<file path="config.mk">
export PLATFORM = sky130hd
export DESIGN_NAME = l1_miss_return_unit
export DESIGN_NICKNAME = d
export VERILOG_FILES = /design/src/rtl/system_types_pkg.sv /design/src/rtl/l1_miss_return_unit_coh_block_buffer.sv /design/src/rtl/l1_miss_return_unit.sv
export SDC_FILE = /design/constraint.sdc
export NUM_CORES = 2
export LEC_CHECK = 0
export ABC_CLOCK_PERIOD_IN_PS = 2900
export CAP_MARGIN = 20
export CORE_MARGIN = 2
export CORE_UTILIZATION = 30
export DETAILED_ROUTE_END_ITERATION = 6
export RECOVER_POWER = 25
export SYNTH_ARGS = -nofsm -noshare
export SYNTH_HDL_FRONTEND = slang
export SYNTH_SLANG_ARGS = --single-unit
export TNS_END_PERCENT = 100
</file>
<file path="constraint.sdc">
create_clock -name CLK -period 2.9 [get_ports CLK]
set_input_delay 0.29 -clock CLK [delete_from_list [all_inputs] [get_ports CLK]]
set_output_delay 0.29 -clock CLK [all_outputs]
set_load 0.03 [all_outputs]
</file>
<file path="src/rtl/system_types_pkg.sv">
// rtl/system_types_pkg.sv - shared widths, address/data types and miss-return FSM states
package system_types_pkg;

    localparam int L1_BLOCK_ADDR_WIDTH  = 29;
    localparam int COH_BLOCK_ADDR_WIDTH = 28;
    localparam int L1_BLOCK_SIZE_BITS   = 256;
    localparam int COH_BLOCK_SIZE_BITS  = 512;

    typedef logic [L1_BLOCK_ADDR_WIDTH-1:0]  l1_PA29_t;
    typedef logic [COH_BLOCK_ADDR_WIDTH-1:0] coh_PA28_t;
    typedef logic [L1_BLOCK_SIZE_BITS-1:0]   data256_t;
    typedef logic [COH_BLOCK_SIZE_BITS-1:0]  data512_t;

    typedef enum logic [1:0] {
        IDLE      = 2'd0,
        COH_REQ   = 2'd1,
        WAIT_RESP = 2'd2,
        RESP      = 2'd3
    } l1_miss_return_state_t;

    // An L1 block is one half of a coherence block; the low address bit picks the half.
    function automatic coh_PA28_t to_PA28(input l1_PA29_t pa29);
        return pa29[L1_BLOCK_ADDR_WIDTH-1:1];
    endfunction

    function automatic data256_t select_half(input data512_t data, input logic half);
        return half ? data[COH_BLOCK_SIZE_BITS-1:L1_BLOCK_SIZE_BITS]
                    : data[L1_BLOCK_SIZE_BITS-1:0];
    endfunction

endpackage

</file>
<file path="src/rtl/l1_miss_return_unit_coh_block_buffer.sv">
// rtl/l1_miss_return_unit_coh_block_buffer.sv - one-entry 512b coherence block buffer with invalidate and half-select read
module coh_block_buffer
    import system_types_pkg::*;
(
    input  logic                            CLK,
    input  logic                            nRST,
    input  logic                            load_en,
    input  logic [COH_BLOCK_ADDR_WIDTH-1:0] load_PA28,
    input  logic [COH_BLOCK_SIZE_BITS-1:0]  load_data512,
    input  logic                            inv_valid,
    input  logic [COH_BLOCK_ADDR_WIDTH-1:0] inv_PA28,
    input  logic [COH_BLOCK_ADDR_WIDTH-1:0] lookup_PA28,
    input  logic                            lookup_half,
    output logic                            hit,
    output logic [L1_BLOCK_SIZE_BITS-1:0]   rd_data256
);

    logic      buffer_valid;
    coh_PA28_t buffer_PA28;
    data512_t  buffer_data512;

    // A load replaces the entry outright; otherwise a matching invalidation drops it.
    always_ff @(posedge CLK or negedge nRST) begin
        if (!nRST) begin
            buffer_valid   <= 1'b0;
            buffer_PA28    <= '0;
            buffer_data512 <= '0;
        end else if (load_en) begin
            buffer_valid   <= 1'b1;
            buffer_PA28    <= load_PA28;
            buffer_data512 <= load_data512;
        end else if (inv_valid && (inv_PA28 == buffer_PA28)) begin
            buffer_valid   <= 1'b0;
        end
    end

    // An invalidation arriving in the lookup cycle beats the hit, so stale data is never returned.
    always_comb begin
        hit        = buffer_valid && (buffer_PA28 == lookup_PA28)
                     && !(inv_valid && (inv_PA28 == lookup_PA28));
        rd_data256 = select_half(buffer_data512, lookup_half);
    end

endmodule

</file>
<file path="src/rtl/l1_miss_return_unit.sv">
// rtl/l1_miss_return_unit.sv - converts L1 PA29 misses into PA28 coherence requests and returns the requested half
module l1_miss_return_unit
    import system_types_pkg::*;
#(
    parameter bit ENABLE_BLOCK_BUFFER = 1'b1
) (
    input  logic                            CLK,
    input  logic                            nRST,
    input  logic                            l1_req_valid,
    output logic                            l1_req_ready,
    input  logic [L1_BLOCK_ADDR_WIDTH-1:0]  l1_req_PA29,
    output logic                            l1_resp_valid,
    input  logic                            l1_resp_ready,
    output logic [L1_BLOCK_ADDR_WIDTH-1:0]  l1_resp_PA29,
    output logic [L1_BLOCK_SIZE_BITS-1:0]   l1_resp_data256,
    output logic                            coh_req_valid,
    input  logic                            coh_req_ready,
    output logic [COH_BLOCK_ADDR_WIDTH-1:0] coh_req_PA28,
    input  logic                            coh_resp_valid,
    input  logic [COH_BLOCK_ADDR_WIDTH-1:0] coh_resp_PA28,
    input  logic [COH_BLOCK_SIZE_BITS-1:0]  coh_resp_data512,
    input  logic                            inv_valid,
    input  logic [COH_BLOCK_ADDR_WIDTH-1:0] inv_PA28
);

    l1_miss_return_state_t state;
    l1_PA29_t              req_PA29;
    logic                  poison;

    logic     buf_hit_raw;
    data256_t buf_rd_data256;
    logic     buf_hit;
    logic     resp_match;
    logic     inv_in_flight;
    logic     buf_load_en;

    // Lookup runs on the incoming request address so a hit can be decided in the IDLE cycle.
    coh_block_buffer u_coh_block_buffer (
        .CLK          (CLK),
        .nRST         (nRST),
        .load_en      (buf_load_en),
        .load_PA28    (coh_resp_PA28),
        .load_data512 (coh_resp_data512),
        .inv_valid    (inv_valid),
        .inv_PA28     (inv_PA28),
        .lookup_PA28  (to_PA28(l1_req_PA29)),
        .lookup_half  (l1_req_PA29[0]),
        .hit          (buf_hit_raw),
        .rd_data256   (buf_rd_data256)
    );

    // coh_req_PA28 doubles as the in-flight block address once a miss is taken.
    always_comb begin
        buf_hit       = ENABLE_BLOCK_BUFFER && buf_hit_raw;
        resp_match    = coh_resp_valid && (coh_resp_PA28 == coh_req_PA28);
        inv_in_flight = inv_valid && (inv_PA28 == coh_req_PA28);
        buf_load_en   = ENABLE_BLOCK_BUFFER && (state == WAIT_RESP) && resp_match
                        && !poison && !inv_in_flight;
    end

    // Request/response sequencing with all handshake outputs registered.
    always_ff @(posedge CLK or negedge nRST) begin
        if (!nRST) begin
            state           <= IDLE;
            req_PA29        <= '0;
            poison          <= 1'b0;
            l1_req_ready    <= 1'b1;
            l1_resp_valid   <= 1'b0;
            l1_resp_PA29    <= '0;
            l1_resp_data256 <= '0;
            coh_req_valid   <= 1'b0;
            coh_req_PA28    <= '0;
        end else begin
            if (((state == COH_REQ) || (state == WAIT_RESP)) && inv_in_flight) begin
                poison <= 1'b1;
            end
            case (state)
                IDLE: begin
                    if (l1_req_valid) begin
                        req_PA29     <= l1_req_PA29;
                        coh_req_PA28 <= to_PA28(l1_req_PA29);
                        l1_req_ready <= 1'b0;
                        if (buf_hit) begin
                            l1_resp_valid   <= 1'b1;
                            l1_resp_PA29    <= l1_req_PA29;
                            l1_resp_data256 <= buf_rd_data256;
                            state           <= RESP;
                        end else begin
                            coh_req_valid <= 1'b1;
                            state         <= COH_REQ;
                        end
                    end
                end
                COH_REQ: begin
                    if (coh_req_ready) begin
                        coh_req_valid <= 1'b0;
                        state         <= WAIT_RESP;
                    end
                end
                WAIT_RESP: begin
                    if (resp_match) begin
                        l1_resp_valid   <= 1'b1;
                        l1_resp_PA29    <= req_PA29;
                        l1_resp_data256 <= select_half(coh_resp_data512, req_PA29[0]);
                        state           <= RESP;
                    end
                end
                RESP: begin
                    if (l1_resp_ready) begin
                        l1_resp_valid <= 1'b0;
                        l1_req_ready  <= 1'b1;
                        poison        <= 1'b0;
                        state         <= IDLE;
                    end
                end
                default: begin
                    state <= IDLE;
                end
            endcase
        end
    end

endmodule

</file>
==> results.cfg <==
[clocking]
cts_buffers = 98
clk_path_buf_depth = 3
clkTransAtPathRegs_ns = 0.06
cts.sinks = 861
clk_latency_ns = 0.72
root_buffer = clkbuf_16
cts_tree = done
htree_num_levels = 3

[global_route]
grt_pass1_vias = 30987
grtUsageTotal_pct = 20.75
grt_max_degree = 116
grt_first_pass_wirelength_mm = 210.4
grt_overflow = 0
antenna_found_initial = 35

[die]
core_um2 = 129800
start_util_pct = 30.30
core.rowCount = 132
io_pins = 920
fp.dieArea_um2 = 134000
die_y_um = 366.1
die_width_um = 366.1

[sta]
tns_ns = 0
fin_crit_sh_pct = 99.15
timing.fmax_mhz = 347.8
drv_slew = 52
worst_pin_slew_ns = 2.008
finClkSkew_ns = 0.04637
fin_crit_ns = 2.875
rsz0062_at_grt = true
setup_slack_ns = 0.02455
slew_headroom_pct = -33.86
finalSetupViolCount = 0
final-hold-violation-count = 0

[logic_synthesis]
yosysTopAreaCell = dfrtp_1
synth_most_common_cell = dfrtp_1
ys_warn_count = 0
ys_types = 38
synth_seq_cells = 861
synth_common_cells = dfrtp_1 (860), mux2_2 (632), a22oi_1 (512)
netlist_instances = 2989
syn_area_per_cell_um2 = 13.16
seq_area_frac_synth_pct = 54.77
async_flop_share_pct = 100.0
synth_ff_type = dfrtp_1
synth_area_leaders = dfrtp_1 (55%), mux2_2 (18%), a22oi_1 (9.8%), mux2_1 (7.2%), nand2_1 (2.5%)
syn_area_um2 = 39340
synth_top_area_share_pct = 54.71
synth_edf_count = 0
syn_nets = 3598

[power_and_ir_drop]
power_frac_seq_pct = 32.2
ir_worst_vdd_v = 0.0004704
power_uw = 43600
p_per_area_nw_per_um2 = 774.1
power_switching_uw = 15040
pwr-share-clk_pct = 31.3
power.internal_uw = 28550
p_comb_share_pct = 36.6
p_leak_uw = 0.02675
netSwitchingFraction_pct = 34.50

[setup_path]
critical_path_arrival_ns = 3.44
r2r_setup_slack_ns = 0.02
cp-end-kind = register
worstPathRequired_ns = 3.47
critPathMaxFanout = 10
r2r-start = req_PA29[28]$_DFFE_PN0P_
crit_path_end = l1_resp_data256[60]$_DFFE_PN0P_
path_class = reg2reg
start_kind = register
reg2reg_depth = 10
critPathLaunch = req_PA29[28]$_DFFE_PN0P_
worstReg2RegEnd = l1_resp_data256[60]$_DFFE_PN0P_

[detailed_routing]
drt_wl_total_mm = 145.0
drt_pass1_iterations = 5
vias = 29631
drt-initial-drc-count = 2132
ant_nets = 0
avgViaCountPerCell = 5.050
wl_per_cell_um = 24.71
drc = 0

[place]
place_area_um2 = 51850
dpl_worst_slack_ns = -0.6529
portBuffers = 919
gp_congestion = 0.9132
dp_hpwl_mm = 105.1

[run_status]
status = finished with violations
violations = max-capacitance violations, max-slew violations

[hold_path]
hp-class = in2reg

[final_layout]
nFillCells = 12038
area_delta_synth_final_pct = 43.18
fin_area_um2 = 56320
drive_above_1_share_pct = 26.43
nNetsFinal = 4638

[job]
max_cap_viol_count = 1
logic make-up (layout without fill, tap and decap cells):
logic type,after synthesis,in the layout,synth area share (%)
multiplexers,886,886,25.35
flip-flops,861,861,54.77
buffers and inverters,250,1374,3.079
XOR/XNOR,140,140,3.117
adder cells (fa/ha/maj),5,5,0.1590
AO/OA/AOI/OAI,529,529,10.14
other,0,12,0
AND/OR/NAND/NOR,318,318,3.381
layer usage:
layer  part of all wire (%)  wire, µm  vias up  global-route usage (%)
met2                     51     73990      961                   36.55
met1                     38     55370    15259                   23.75
met3                    6.7      9784      271                   5.997
met4                    3.8      5565       38                   7.629
met5                   0.17       247        -                       0
li1                       -         -    13102                       -
layout by cell type, fill, tap and decap left out, types with 32 or more instances in the layout:
| cell | instances |
|---|---|
| mux2_2 | 631 |
| mux2_1 | 241 |
| clkbuf_16 | 109 |
| buf_12 | 33 |
| clkbuf_1 | 32 |
| nand2_1 | 260 |
| dfrtp_1 | 850 |
| xnor2_1 | 62 |
| a22oi_1 | 512 |
| clkdlybuf4s50_1 | 918 |
| xor2_1 | 72 |
| buf_4 | 159 |
worst max-delay path: stages (launching register included):
cell and delay (ns):
dfrtp_2 0.47, xnor2_4 0.24, nand4_1 0.21, nor4_4 0.36, buf_4 0.18, a21oi_4 0.06
a211oi_4 0.22, buf_6 0.18, buf_16 0.21, clkbuf_16 0.22, mux2_1 0.32
per-stage QoR:
| stage | utilization, % | std cells | hold slack, ns |
|---|---|---|---|
| floorplan | - | 2989 | -0.005591 |
| global placement | 39.94 | 5639 | 0.2982 |
| detailed placement | 39.94 | 5639 | 0.2985 |
| CTS | 42.91 | 5835 | 0.1241 |
| global route | 43.38 | 5865 | 0.1606 |
| finish | 43.39 | 5867 | 0.2113 |
flip-flops by register name, indices dropped and copies added, names as in the netlist:
name and flops:
state 2, u_coh_block_buffer.buffer_valid 1, l1_resp_PA29 29, l1_resp_valid 1, u_coh_block_buffer.buffer_data512 512, coh_req_valid 1, l1_resp_data256 256, l1_req_ready 1
req_PA29 2, u_coh_block_buffer.buffer_PA28 28, coh_req_PA28 27, poison 1
power groups by stage:
stage          combinational, µW  sequential (µW)  clock (µW)
6_report                   15900            14000       13600
5_1_grt                    16900            14100       14500
4_1_cts                    15400            14000       14000
3_5_place_dp               14700            14200           0
3_3_place_gp               14600            14200           0
2_1_floorplan               6540            15500           0
area by class of cell:
cell class / count / area, µm² / share of cell area [%]
Sequential cell: 861 / 21560 / 38.28
Inverter: 8 / 30.03 / 0.05332
Clock buffer: 143 / 2872 / 5.098
Clock inverter: 41 / 699.4 / 1.242
Antenna cell: 12 / 30.03 / 0.05332
Timing Repair Buffer: 1182 / 12180 / 21.62
Multi-Input combinational cell: 1878 / 16770 / 29.78
Tap cell: 1742 / 2180 / 3.870
how the worst min path moves through the flow:
stage | startpoint | end | slack, ns | depth (start not counted)
after floorplan | nRST | coh_req_PA28[0]$_DFFE_PN0P_ | -0.006 | 0
after detailed placement | nRST | u_coh_block_buffer.buffer_data512[193]$_DFFE_PN0P_ | 0.30 | 1
after global routing | coh_resp_data512[432] | u_coh_block_buffer.buffer_data512[432]$_DFFE_PN0P_ | 0.16 | 2
after global placement | nRST | u_coh_block_buffer.buffer_data512[193]$_DFFE_PN0P_ | 0.30 | 1
final | coh_resp_data512[435] | u_coh_block_buffer.buffer_data512[435]$_DFFE_PN0P_ | 0.21 | 2
after CTS | nRST | l1_resp_valid$_DFFE_PN0P_ | 0.12 | 2
what timing repair did:
action | 4_1_cts | 5_1_grt
endpoints found under the setup margin | 753 | 688
endpoints found under the hold margin | 60 | 0
hold buffers | 1 | 0
setup buffers | 8 | 10
pin swaps | 8 | 11
gates cloned | 3 | 12
gates resized for setup | 23 | 64
No activity file was read; power rests on OpenSTA's default activity.
